===== src/rtl/ahb_pkg.sv =====
// Shared AHB-Lite encodings used by the fetch master, the load/store master
// and the arbiter between them.
package ahb_pkg;

  // htrans
  localparam logic [1:0] HTRANS_IDLE   = 2'b00;
  localparam logic [1:0] HTRANS_BUSY   = 2'b01;
  localparam logic [1:0] HTRANS_NONSEQ = 2'b10;
  localparam logic [1:0] HTRANS_SEQ    = 2'b11;

  // hburst
  localparam logic [2:0] HBURST_SINGLE = 3'b000;
  localparam logic [2:0] HBURST_INCR   = 3'b001;
  localparam logic [2:0] HBURST_WRAP4  = 3'b010;
  localparam logic [2:0] HBURST_INCR4  = 3'b011;
  localparam logic [2:0] HBURST_WRAP8  = 3'b100;
  localparam logic [2:0] HBURST_INCR8  = 3'b101;
  localparam logic [2:0] HBURST_WRAP16 = 3'b110;
  localparam logic [2:0] HBURST_INCR16 = 3'b111;

  // hsize
  localparam logic [2:0] HSIZE_BYTE  = 3'b000;
  localparam logic [2:0] HSIZE_HALF  = 3'b001;
  localparam logic [2:0] HSIZE_WORD  = 3'b010;
  localparam logic [2:0] HSIZE_DWORD = 3'b011;

  // hresp
  localparam logic [1:0] HRESP_OKAY  = 2'b00;
  localparam logic [1:0] HRESP_ERROR = 2'b01;
  localparam logic [1:0] HRESP_RETRY = 2'b10;
  localparam logic [1:0] HRESP_SPLIT = 2'b11;

  // True while a master is inside a burst (beats after the first one).
  function automatic logic htrans_in_burst(input logic [1:0] t);
    return (t == HTRANS_SEQ) || (t == HTRANS_BUSY);
  endfunction

endpackage


===== src/rtl/ahb_arb_hold_cnt.sv =====
// Saturating hold counter: counts cycles the non-owning master has waited
// and flags when the owner's time slice is used up.
module ahb_arb_hold_cnt #(
  parameter int MAX_HOLD = 16
) (
  input  logic clk_i,
  input  logic rst_i,
  input  logic clr_i,
  input  logic inc_i,
  output logic expired_o
);

  localparam int CW = (MAX_HOLD > 1) ? $clog2(MAX_HOLD) : 1;
  localparam logic [CW-1:0] LAST = CW'(MAX_HOLD - 1);

  logic [CW-1:0] cnt_q, cnt_d;

  // Clear wins over increment; stop at LAST so expiry stays asserted.
  always_comb begin
    cnt_d = cnt_q;
    if (clr_i) begin
      cnt_d = '0;
    end else if (inc_i && (cnt_q != LAST)) begin
      cnt_d = cnt_q + 1'b1;
    end
  end

  // Counter register.
  always_ff @(posedge clk_i) begin
    if (rst_i) begin
      cnt_q <= '0;
    end else begin
      cnt_q <= cnt_d;
    end
  end

  assign expired_o = (cnt_q == LAST);

endmodule


===== src/rtl/ahb_master_arbiter.sv =====
// Two-master AHB-Lite arbiter: m0 = instruction fetch, m1 = load/store.
// Address phase follows the current owner, write data follows the
// data-phase owner. Optional build macro ARB_ROUND_ROBIN_EN switches
// simultaneous-request resolution from fixed m0 priority to round robin.
module ahb_master_arbiter
  import ahb_pkg::*;
#(
  parameter int WIDTH    = 32,
  parameter int MAX_HOLD = 16
) (
  input  logic               hclk_i,
  input  logic               hreset_i,
  input  logic [1:0]         mreq_i,
  output logic [1:0]         mgrant_o,
  input  logic [3:0]         mhtrans_i,
  input  logic [2*WIDTH-1:0] mhaddr_i,
  input  logic [1:0]         mhwrite_i,
  input  logic [5:0]         mhsize_i,
  input  logic [5:0]         mhburst_i,
  input  logic [2*WIDTH-1:0] mhwdata_i,
  input  logic               hready_i,
  input  logic [1:0]         hresp_i,
  output logic [1:0]         mhready_o,
  output logic [3:0]         mhresp_o,
  output logic [1:0]         htrans_o,
  output logic [WIDTH-1:0]   haddr_o,
  output logic               hwrite_o,
  output logic [2:0]         hsize_o,
  output logic [2:0]         hburst_o,
  output logic [WIDTH-1:0]   hwdata_o,
  output logic               hmaster_o
);

  localparam logic [1:0] ST_IDLE = 2'd0;
  localparam logic [1:0] ST_OWN0 = 2'd1;
  localparam logic [1:0] ST_OWN1 = 2'd2;

  logic [1:0] state_q, state_d;
  logic       downer_q, downer_d;
  logic       owner, other;
  logic       owner_req, other_req;
  logic [1:0] owner_trans;
  logic       expired;
  logic       may_release;
  logic [1:0] both_pick;
  logic       cnt_clr, cnt_inc;

  assign owner     = (state_q == ST_OWN1);
  assign other     = ~owner;
  assign owner_req = owner ? mreq_i[1] : mreq_i[0];
  assign other_req = owner ? mreq_i[0] : mreq_i[1];
  assign owner_trans = owner ? mhtrans_i[3:2] : mhtrans_i[1:0];

  // A burst in flight pins the grant; otherwise the owner gives way when it
  // stops requesting, goes idle, or has used its slice while the other waits.
  assign may_release = !htrans_in_burst(owner_trans) &&
                       (!owner_req || (owner_trans == HTRANS_IDLE) ||
                        (expired && other_req));

`ifdef ARB_ROUND_ROBIN_EN
  logic rr_q, rr_d;

  // Pointer names the master that wins the next tie; flips away from
  // whoever was just granted.
  always_comb begin
    rr_d = rr_q;
    if (hready_i && (state_d != state_q) && (state_d != ST_IDLE)) begin
      rr_d = (state_d == ST_OWN0);
    end
  end

  // Round-robin pointer register.
  always_ff @(posedge hclk_i) begin
    if (hreset_i) begin
      rr_q <= 1'b0;
    end else begin
      rr_q <= rr_d;
    end
  end

  assign both_pick = rr_q ? ST_OWN1 : ST_OWN0;
`else
  assign both_pick = ST_OWN0;
`endif

  // Ownership transitions; nothing moves while the slave stretches a cycle.
  always_comb begin
    state_d = state_q;
    if (hready_i) begin
      if (state_q == ST_IDLE) begin
        case (mreq_i)
          2'b01:   state_d = ST_OWN0;
          2'b10:   state_d = ST_OWN1;
          2'b11:   state_d = both_pick;
          default: state_d = ST_IDLE;
        endcase
      end else if (may_release) begin
        if (other_req) begin
          state_d = other ? ST_OWN1 : ST_OWN0;
        end else if (!owner_req) begin
          state_d = ST_IDLE;
        end
      end
    end
  end

  // Data phase belongs to whoever owned the address phase that just completed.
  always_comb begin
    downer_d = downer_q;
    if (hready_i) begin
      downer_d = owner;
    end
  end

  // Control registers.
  always_ff @(posedge hclk_i) begin
    if (hreset_i) begin
      state_q  <= ST_IDLE;
      downer_q <= 1'b0;
    end else begin
      state_q  <= state_d;
      downer_q <= downer_d;
    end
  end

  assign cnt_clr = hready_i && (state_d != state_q);
  assign cnt_inc = hready_i && other_req;

  ahb_arb_hold_cnt #(
    .MAX_HOLD (MAX_HOLD)
  ) u_hold_cnt (
    .clk_i     (hclk_i),
    .rst_i     (hreset_i),
    .clr_i     (cnt_clr),
    .inc_i     (cnt_inc),
    .expired_o (expired)
  );

  assign hmaster_o = owner;
  assign mgrant_o  = owner ? 2'b10 : 2'b01;

  assign htrans_o = owner_trans;
  assign haddr_o  = owner ? mhaddr_i[2*WIDTH-1:WIDTH] : mhaddr_i[WIDTH-1:0];
  assign hwrite_o = owner ? mhwrite_i[1] : mhwrite_i[0];
  assign hsize_o  = owner ? mhsize_i[5:3] : mhsize_i[2:0];
  assign hburst_o = owner ? mhburst_i[5:3] : mhburst_i[2:0];
  assign hwdata_o = downer_q ? mhwdata_i[2*WIDTH-1:WIDTH] : mhwdata_i[WIDTH-1:0];

  // Slave response goes back to both masters untouched; each qualifies it
  // with its own grant.
  assign mhready_o = {2{hready_i}};
  assign mhresp_o  = {2{hresp_i}};

endmodule


===== config.mk =====
export PLATFORM = sky130hd
export DESIGN_NAME = ahb_master_arbiter
export DESIGN_NICKNAME = d
export VERILOG_FILES = /design/src/rtl/ahb_pkg.sv /design/src/rtl/ahb_arb_hold_cnt.sv /design/src/rtl/ahb_master_arbiter.sv
export SDC_FILE = /design/constraint.sdc
export NUM_CORES = 1
export LEC_CHECK = 0
export CAP_MARGIN = 20
export CORE_AREA = 2 2 92 94
export CTS_BUF_LIST = sky130_fd_sc_hd__clkbuf_16
export CTS_CLUSTER_DIAMETER = 100
export CTS_CLUSTER_SIZE = 10
export DETAILED_ROUTE_END_ITERATION = 8
export DIE_AREA = 0 0 94 96
export HOLD_SLACK_MARGIN = 0.1
export PLACE_DENSITY = 0.75
export SLEW_MARGIN = 40
export SYNTH_ARGS = -nofsm -noshare
export SYNTH_HDL_FRONTEND = slang
export SYNTH_SLANG_ARGS = --single-unit

===== constraint.sdc =====
create_clock -name hclk_i -period 2.3 [get_ports hclk_i]
set_input_delay 0.345 -clock hclk_i [delete_from_list [all_inputs] [get_ports hclk_i]]
set_output_delay 0.345 -clock hclk_i [all_outputs]
set_load 0.01 [all_outputs]

# ---- Word level (Yosys, flattened, before mapping)
# Cells that the tools add are included.
dict set report op_classes {
  add_sub_neg 1
  mux 16
  reduce_logical 14
  eq_ne 9
}
# op n
set op_table {}
lappend op_table {{2-to-1 mux 32 bit} 2}
lappend op_table {{2-to-1 mux 2 bit} 8}
lappend op_table {{equality test 2 bit (second input constant)} 4}
lappend op_table {{2-to-1 mux 3 bit} 2}
lappend op_table {{logical AND 1 bit} 5}
lappend op_table {{adder 4 x 1 -> 4 bit (second input constant)} 1}
lappend op_table {{equality test 2 x 1 -> 1 bit (second input constant)} 2}
lappend op_table {{equality test 4 bit (second input constant)} 1}
lappend op_table {{logical NOT 2 bit} 2}
lappend op_table {{!= test 4 bit (second input constant)} 1}
lappend op_table {{case mux 2 bit (2 select lines)} 1}
lappend op_table {{OR reduction 2 bit} 2}
lappend op_table {{logical OR 1 bit} 3}
lappend op_table {{2-to-1 mux 1 bit} 3}
lappend op_table {{logical NOT 1 bit} 2}
lappend op_table {{!= test 2 bit} 1}
dict set report totals {
  in_bits 153
  regBits 7
  wordCells 43
  output_inout_bits 82
}

# ---- Longest topological paths before layout
# Gate-level depths: netlist (run 1).
dict set report logic_depth {
  word_depth 12
  depth_mapped 7
  mapped_depth_nobuf 7
}

# ---- Modules after synthesis
# From an unflattened synthesis (run 1), not the netlist that was laid out.
dict set report hier_totals {
  hier_cells 232
  area_unflattened_um2 1425.1
}
# module cells_each area_each_um2 seq_area_each_um2 instances
set modules_own_cells {}
lappend modules_own_cells {ahb_master_arbiter 210 1213.7 60.1 1}
lappend modules_own_cells {ahb_arb_hold_cnt 22 211.5 80.1 1}

# ---- Least setup slack after synthesis (run 1)
# Ideal clock, no wire load.
dict set report synth_path {
  path_type {register to output}
  from {register state_q[0]}
  to {output port haddr_o[27]}
  t_arrival_ns 1.442
  n_path_buf 1
  required_ns 1.955
  path_stages_with_launch 6
  path_slack_ns 0.513
  cell_sequence {dfxtp_1 inv_2 nand2_2 inv_4 buf_1 mux2_2}
}
dict set report synth_between {
  elab_chain_cells 2
}
# item line_no
set synth_rtl {}
lappend synth_rtl {{start, declared} ahb_master_arbiter.sv:38} ;# logic [1:0] state_q, state_d;
lappend synth_rtl {{start signal, assigned} ahb_master_arbiter.sv:121} ;# state_q <= state_d;
lappend synth_rtl {{equality test 2 bit} ahb_master_arbiter.sv:48} ;# assign owner = (state_q == ST_OWN1);
lappend synth_rtl {{via hmaster_o} ahb_master_arbiter.sv:31} ;# output logic hmaster_o
lappend synth_rtl {{2-to-1 mux 32 bit} ahb_master_arbiter.sv:143} ;# assign haddr_o = owner ? mhaddr_i[2*WIDTH-1:WIDTH] : mhaddr_i[WIDTH-1:0];
lappend synth_rtl {{end, declared} ahb_master_arbiter.sv:26} ;# output logic [WIDTH-1:0] haddr_o,
# The timed path passes the listed nets, and every way through them passes these cells.

# ---- Worst setup path after layout (run 1)
dict set report layout_path {
  from {register state_q[0]}
  to {output port htrans_o[0]}
}
dict set report layout_between {
  elab_chain_cells 2
}
# item line_no
set layout_rtl {}
lappend layout_rtl {{equality test 2 bit} ahb_master_arbiter.sv:48}
lappend layout_rtl {{2-to-1 mux 2 bit} ahb_master_arbiter.sv:52} ;# assign owner_trans = owner ? mhtrans_i[3:2] : mhtrans_i[1:0];
lappend layout_rtl {{end, declared} ahb_master_arbiter.sv:25} ;# output logic [1:0] htrans_o,
# No other way between the ends.

==> flow_summary.yaml, run 1 <==
setup_path:
  cp.arrival_ps: 1830
  crit_start: "state_q[0]$_SDFF_PP0_"
  cp_data_required_time_ps: 1960
  r2r_cells: 6
  critical_path.endpoint_type: "output pin"
  worstSetupPathDepth: 5
  rrSetupSlack_ps: 440
  r2r_end: "u_hold_cnt.cnt_q[2]$_SDFFE_PP0P_"
  cp_slowest_stage_delay_ps: 480
  critical_path.reg2reg.startpoint: "u_hold_cnt.cnt_q[0]$_SDFFE_PP0P_"
  cp-endpoint: "htrans_o[0]"
  cp_max_fo: 23
  critical-path-slowest-cell: "sky130_fd_sc_hd__clkdlybuf4s50_1"
  cp_cell_sequence: "inv_2, nand2_4, clkinv_8, mux2_4, clkdlybuf4s50_1"
  critical_path.startpoint_type: "flip-flop"
  crit_family: "buffers and inverters"
  timing.critical_path.buf_inv: 3
  timing.setup.critical_path_class: "flip-flop to output pin"
sta:
  finalCriticalPeriod_ps: 2170
  setup-tns-final_ps: 0
  report.final.slew_viol_count: 0
  timing_hold_violations_final: 0
  hold_slack_ps: 536
  worst_pin_slew_ps: 477
  rsz_0062_raised_after_global_routing: "no"
  max_freq_ghz: 0.460
  worst_slew_margin_rel: 0.680
  fin_skew_ps: 2.48
  worst_slack_ps: 128
  finalSetupViolCount: 0
  min_period_over_period: 0.944
final_layout:
  fillCellCount: 757
  utilization: 0.477
  number_of_antenna_cells_inserted: 0
  layout-drive-gt1-share: 0.249
  design_area_um2: 3840
  top_library_cells_by_usage_in_the_layout_fill_and_taps_aside: "sky130_fd_sc_hd__clkdlybuf4s50_1, sky130_fd_sc_hd__mux2_2, sky130_fd_sc_hd__inv_1"
  final_common_cell: "sky130_fd_sc_hd__clkdlybuf4s50_1"
  stdcell_count: 466
  seqCellArea_um2: 143
  synthToLayoutAreaGrowth_pct: 183
  multi_input_area_um2: 1110
  final_nets: 516
worst_hold_path:
  timing.hold.worst.class: "flip-flop to flip-flop"
  min-delay-start: "u_hold_cnt.cnt_q[1]$_SDFFE_PP0P_"
grt:
  grt_pass1_wl_um: 10000
  grt_antenna_before_repair: 0
  grt.total_usage: 0.140
  globalRoute.totalOverflow: 0
  first_global_vias: 2087
  grt_max_degree: 47
route:
  drcViolationCount: 0
  route.vias.total: 1984
  met2WireLength_um: 4040
  drt_wirelength_um: 7210
  wire_per_inst_um: 15.5
  wl_met1_um: 2630
  routed_via_density: 4.26
  ant_nets: 0
  maxUsedRoutingLayer: "met4"
  drt_first_pass_iters: 4
  drt_iter0_drcs: 32
  met3RoutedLength_um: 502
synth:
  synth_area_um2: 1360
  postSynthCellCount: 139
  yosys-mux-area-fraction: 0.640
  synth.ff_latch_count: 7
  warning_count_from_the_yosys_run: 0
  xor_xnor_cell_area_share_of_the_yosys_netlist: 0.00645
  synth_top_family_by_area: "multiplexers"
  synth_compound_gate_area_share: 0.0866
  post_synth_and_or_nand_nor_area_fraction: 0.0728
  synth.yosys.seq_area_share: 0.103
  ys_types: 38
  mappedNetlistNets: 293
  avgSynthCellArea_um2: 9.77
  synth_fa_ha_area_frac: 0.00922
power_and_ir_drop:
  total_leakage_power_nw: 1.41
  clock_power_share: 0.242
  post_layout_total_power_mw: 1.19
  switchingPower_uw: 309
  pwr-share-seq: 0.115
  internal_power_uw: 884
  ir_worst_vdd_mv: 0.175
  power_frac_comb: 0.643
  switching_share: 0.259
  power-per-cell-area_nw_per_um2: 310
floorplanning:
  die_w_um: 94
  floorplan.io_pins: 235
  row_count: 33
  die_area_um2: 9020
  core_um2: 8050
  dieHeight_um: 96
  initial_utilization: 0.169
cts:
  tritoncts: "yes"
  post-cts-setup-buffer-count: 0
  post_cts_hold_buffer_count: 0
  cts.reportedPaths.clkPinSlew_ps: 30
  numClockSinks: 7
  h-tree-depth: 1
  clkLatencyLatePin_ps: 230
  cts_inserted_buffers: 3
  clock-root-buffer: "sky130_fd_sc_hd__clkbuf_16"
  clockBufferDepth: 2
placement:
  gpl.final_weighted_congestion: 0.824
  dpl.hpwl_um: 6090
  placement_stage_worst_setup_slack_ps: 52.5
  postPlaceCellArea_um2: 3730
  numPlacedInstances: 461
  portBuffers: 228
run_status:
  result_of_the_run: "completed"
run:
  cap_violations: 0
cell usage after synthesis:
library cell               number  area, um2
sky130_fd_sc_hd__or3_1          1       6.26
sky130_fd_sc_hd__ha_1           1       12.5
sky130_fd_sc_hd__nand2_2        1       6.26
sky130_fd_sc_hd__and3_1         1       6.26
sky130_fd_sc_hd__a21oi_1        1       5.00
sky130_fd_sc_hd__nand2_1        3       11.3
sky130_fd_sc_hd__nor3_1         1       5.00
sky130_fd_sc_hd__clkbuf_1       5       18.8
sky130_fd_sc_hd__nand4b_1       1       8.76
sky130_fd_sc_hd__mux2_4         1       15.0
sky130_fd_sc_hd__nand2b_1       1       6.26
sky130_fd_sc_hd__o211ai_1       1       7.51
sky130_fd_sc_hd__nand4_1        1       6.26
sky130_fd_sc_hd__buf_1          3       11.3
sky130_fd_sc_hd__inv_1          5       18.8
sky130_fd_sc_hd__o31ai_1        1       7.51
sky130_fd_sc_hd__dfxtp_1        7        140
sky130_fd_sc_hd__a31oi_1        1       6.26
sky130_fd_sc_hd__mux2i_1        2       20.0
sky130_fd_sc_hd__xor2_1         1       8.76
sky130_fd_sc_hd__o31a_1         1       8.76
sky130_fd_sc_hd__a211oi_2       1       12.5
sky130_fd_sc_hd__buf_4          7       52.6
sky130_fd_sc_hd__a221o_1        1       10.0
sky130_fd_sc_hd__o21ai_1        1       5.00
sky130_fd_sc_hd__nor3_2         1       10.0
sky130_fd_sc_hd__inv_2          1       3.75
sky130_fd_sc_hd__a211oi_1       1       7.51
sky130_fd_sc_hd__inv_4          1       6.26
sky130_fd_sc_hd__and4_1         1       8.76
sky130_fd_sc_hd__a211oi_4       1       20.0
sky130_fd_sc_hd__o32ai_1        1       8.76
sky130_fd_sc_hd__nor2_1         5       18.8
sky130_fd_sc_hd__mux2i_4        1       22.5
sky130_fd_sc_hd__mux2_2        72        811
sky130_fd_sc_hd__a221oi_1       1       8.76
sky130_fd_sc_hd__o21ai_0        2       10.0
sky130_fd_sc_hd__nand3_1        1       5.00
worst min-delay path, delay by kind of cell, from the launching register on:
family | cells | cell delay [ps]
muxes | 1 | 80
DFF | 1 | 350
and+or+nand+nor | 1 | 70
repair_timing:
| item | CTS | global route |
|---|---|---|
| endpoints found under the setup margin | 41 | 41 |
| resized for setup | 3 | 5 |
| gates cloned | 0 | 1 |
cell families after synthesis:
family | count (synthesis)
buffers and inverters | 22
xor gates and xnor gates | 1
muxes | 76
adders and majority gates | 1
DFF | 7
and+or+nand+nor | 18
AOI/OAI and AO/OA | 14
power by group through the flow:
stage	clock (mW)	sequential (mW)	combinational [mW]
after detailed placement	0	0.137	0.761
after CTS	0.298	0.135	0.770
after global routing	0.316	0.138	0.815
after floorplan	0	0.135	0.267
after global placement	0	0.137	0.754
final	0.289	0.137	0.767
sequential cells by signal (all words and copies together), names as in the netlist:
| register | flops |
|---|---|
| downer_q | 1 |
| state_q | 2 |
| u_hold_cnt.cnt_q | 4 |
per-layer routing:
layer  vias up  GRT usage
met5         -          0
li1        961          -
met3         5     0.0415
met4         0     0.0229
met2        80      0.269
met1       938      0.154
how the worst min path moves through the flow:
stage / to / slack [ps] / cells past startpoint
final: u_hold_cnt.cnt_q[1]$_SDFFE_PP0P_ / 540 / 2
after global routing: u_hold_cnt.cnt_q[1]$_SDFFE_PP0P_ / 580 / 2
after CTS: u_hold_cnt.cnt_q[3]$_SDFFE_PP0P_ / 530 / 2
after detailed placement: u_hold_cnt.cnt_q[3]$_SDFFE_PP0P_ / 530 / 2
after global placement: u_hold_cnt.cnt_q[3]$_SDFFE_PP0P_ / 490 / 2
after floorplan: downer_q$_SDFFE_PP0P_ / 420 / 1
final cells by class:
| cell class | instances | area share |
|---|---|---|
| well taps | 105 | 0.0342 |
| repair inverters | 1 | 0.00423 |
| flip-flops and latches | 7 | 0.0371 |
| multi-input cells | 110 | 0.289 |
| repair buffers | 232 | 0.605 |
| inverters | 7 | 0.0101 |
| clock inverters | 1 | 0.000977 |
| clock buffers | 3 | 0.0195 |
Power figures use the tool's default switching activity.
==> run 2, diff against run 1 <==
--- a/config.mk
+++ b/config.mk
@@ -13,7 +13,8 @@
 export DETAILED_ROUTE_END_ITERATION = 8
 export DIE_AREA = 0 0 94 96
 export HOLD_SLACK_MARGIN = 0.1
-export PLACE_DENSITY = 0.75
+export PLACE_DENSITY = 0.7
+export SETUP_SLACK_MARGIN = 0.02
 export SLEW_MARGIN = 40
 export SYNTH_ARGS = -nofsm -noshare
 export SYNTH_HDL_FRONTEND = slang
==> run 2 against run 1 <==
Effect of this change:
- via count fell by 1.4%
- final cell count unchanged
- critical path depth down 1
- flip-flop and latch count is the same
- global-route usage up 0.22 points
- cell area hardly changed
- largest cell class unchanged
- largest power group unchanged
- clock skew decreased by 1.9 ps
- wire length is 1.5% lower
- sequential power hardly changed
==> flow_summary.yaml, run 2 (synthesized netlist as in run 1, its figures left out) <==
cts:
  clockBufferDepth: 2
  post-cts-setup-buffer-count: 0
  numClockSinks: 7
  cts.reportedPaths.clkPinSlew_ps: 40
  tritoncts: "yes"
  cts_inserted_buffers: 3
  h-tree-depth: 1
  clock-root-buffer: "sky130_fd_sc_hd__clkbuf_16"
  clkLatencyLatePin_ps: 230
setup_path:
  cp_data_required_time_ps: 1960
  critical-path-slowest-cell: "sky130_fd_sc_hd__clkdlybuf4s50_1"
  cp_cell_sequence: "nand2_4, inv_12, mux2_2, clkdlybuf4s50_1"
  rrSetupSlack_ps: 470
  crit_start: "state_q[1]$_SDFF_PP0_"
  cp.arrival_ps: 1870
  timing.setup.critical_path_class: "flip-flop to output pin"
  cp_max_fo: 23
  cp-endpoint: "hburst_o[2]"
  crit_family: "buffers and inverters"
  r2r_cells: 7
  worstSetupPathDepth: 4
  critical_path.endpoint_type: "output pin"
  critical_path.startpoint_type: "flip-flop"
  critical_path.reg2reg.startpoint: "state_q[0]$_SDFF_PP0_"
  r2r_end: "u_hold_cnt.cnt_q[0]$_SDFFE_PP0P_"
  cp_slowest_stage_delay_ps: 480
  timing.critical_path.buf_inv: 2
route:
  drcViolationCount: 0
  drt_iter0_drcs: 12
  drt_first_pass_iters: 4
  routed_via_density: 4.20
  route.vias.total: 1957
  drt_wirelength_um: 7100
  ant_nets: 0
  wire_per_inst_um: 15.2
final_layout:
  stdcell_count: 466
  utilization: 0.477
  number_of_antenna_cells_inserted: 0
  final_nets: 516
  final_common_cell: "sky130_fd_sc_hd__clkdlybuf4s50_1"
  layout-drive-gt1-share: 0.247
  top_regs: "u_hold_cnt.cnt_q (4), state_q (2), downer_q (1)"
  synthToLayoutAreaGrowth_pct: 183
  top_library_cells_by_usage_in_the_layout_fill_and_taps_aside: "sky130_fd_sc_hd__clkdlybuf4s50_1, sky130_fd_sc_hd__mux2_2, sky130_fd_sc_hd__inv_1, sky130_fd_sc_hd__dfxtp_1, sky130_fd_sc_hd__nor2_1"
  top_register: "u_hold_cnt.cnt_q"
  largest_register_ff_count: 4
floorplanning:
  floorplan.io_pins: 235
  die_w_um: 94
  die_area_um2: 9020
  initial_utilization: 0.169
  row_count: 33
  dieHeight_um: 96
  core_um2: 8050
sta:
  min_period_over_period: 0.963
  report.final.slew_viol_count: 0
  finalSetupViolCount: 0
  finalCriticalPeriod_ps: 2210
  setup-tns-final_ps: 0
  worst_slew_margin_rel: 0.816
  worst_pin_slew_ps: 274
  rsz_0062_raised_after_global_routing: "no"
  fin_skew_ps: 0.558
  worst_slack_ps: 85.1
  timing_hold_violations_final: 0
  max_freq_ghz: 0.451
grt:
  first_global_vias: 2018
  globalRoute.totalOverflow: 0
  grt_max_degree: 47
  grt_pass1_wl_um: 10100
  grt.total_usage: 0.142
  grt_antenna_before_repair: 0
placement:
  gpl.final_weighted_congestion: 0.730
  numPlacedInstances: 461
  portBuffers: 228
  dpl.hpwl_um: 6040
  placement_stage_worst_setup_slack_ps: 66.3
run:
  cap_violations: 0
power_and_ir_drop:
  total_leakage_power_nw: 1.41
  ir_worst_vdd_mv: 0.179
  power-per-cell-area_nw_per_um2: 312
worst_hold_path:
  timing.hold.worst.class: "flip-flop to flip-flop"
run_status:
  result_of_the_run: "completed"
-- run 2: cell counts in the layout (fill, tap and decap cells not counted) --
No cell type changed its count.
-- run 2: layout make-up --
type                       instances  area (um2)
multi-input combinational        110        1110
inverter                           7        38.8
fill                             773        4210
timing repair inverter             1        16.3
clock buffer                       3        75.1
timing repair buffer             232        2320
clock inverter                     1        3.75
tap                              105         131
sequential                         7         141
-- run 2: report_power, final --
group,leakage (nW),switching (mW),internal (mW),total (mW)
clock network,0.0423,0.0680,0.226,0.294
logic,1.31,0.237,0.530,0.767
registers,0.0572,0.00818,0.128,0.137
-- run 2: through the flow --
step / instance area [um2] / total power, mW / hold slack [ps]
after floorplan: 1360 / 0.402 / 417
after global placement: 3730 / 0.891 / 490
after detailed placement: 3730 / 0.897 / 515
after CTS: 3820 / 1.21 / 527
after global routing: 3840 / 1.26 / 553
final: 3840 / 1.20 / 524
-- run 2: worst reg2reg max path, cell delays in order (launching register included) --
cell	delay, ps
sky130_fd_sc_hd__dfxtp_2	380
sky130_fd_sc_hd__inv_2	70
sky130_fd_sc_hd__nand2_4	160
sky130_fd_sc_hd__clkinv_8	160
sky130_fd_sc_hd__mux2_4	350
sky130_fd_sc_hd__a211oi_4	230
sky130_fd_sc_hd__a221o_1	290
sky130_fd_sc_hd__nor2_1	70
-- run 2: how the worst min path moves through the flow --
stage / start / endpoint / slack (ps) / depth (start not counted)
after global routing: u_hold_cnt.cnt_q[3]$_SDFFE_PP0P_ / u_hold_cnt.cnt_q[3]$_SDFFE_PP0P_ / 550 / 2
after global placement: u_hold_cnt.cnt_q[3]$_SDFFE_PP0P_ / u_hold_cnt.cnt_q[3]$_SDFFE_PP0P_ / 490 / 2
final: u_hold_cnt.cnt_q[3]$_SDFFE_PP0P_ / u_hold_cnt.cnt_q[3]$_SDFFE_PP0P_ / 520 / 2
after detailed placement: u_hold_cnt.cnt_q[3]$_SDFFE_PP0P_ / u_hold_cnt.cnt_q[3]$_SDFFE_PP0P_ / 520 / 2
after CTS: u_hold_cnt.cnt_q[3]$_SDFFE_PP0P_ / u_hold_cnt.cnt_q[3]$_SDFFE_PP0P_ / 530 / 2
after floorplan: hreset_i / downer_q$_SDFFE_PP0P_ / 420 / 1
-- run 2: per-layer routing --
| layer | global-route usage | vias up | wire (um) |
|---|---|---|---|
| met5 | 0 | - | 0 |
| met4 | 0.0157 | 0 | 57 |
| met3 | 0.0423 | 7 | 587 |
| met2 | 0.275 | 97 | 3940 |
| met1 | 0.157 | 891 | 2520 |
| li1 | - | 962 | - |
-- run 2: timing repair --
action / 4_1_cts / 5_1_grt
setup endpoints to repair: 41 / 41
hold buffers: 0 / 0
cloned: 0 / 1
resized for setup: 3 / 4
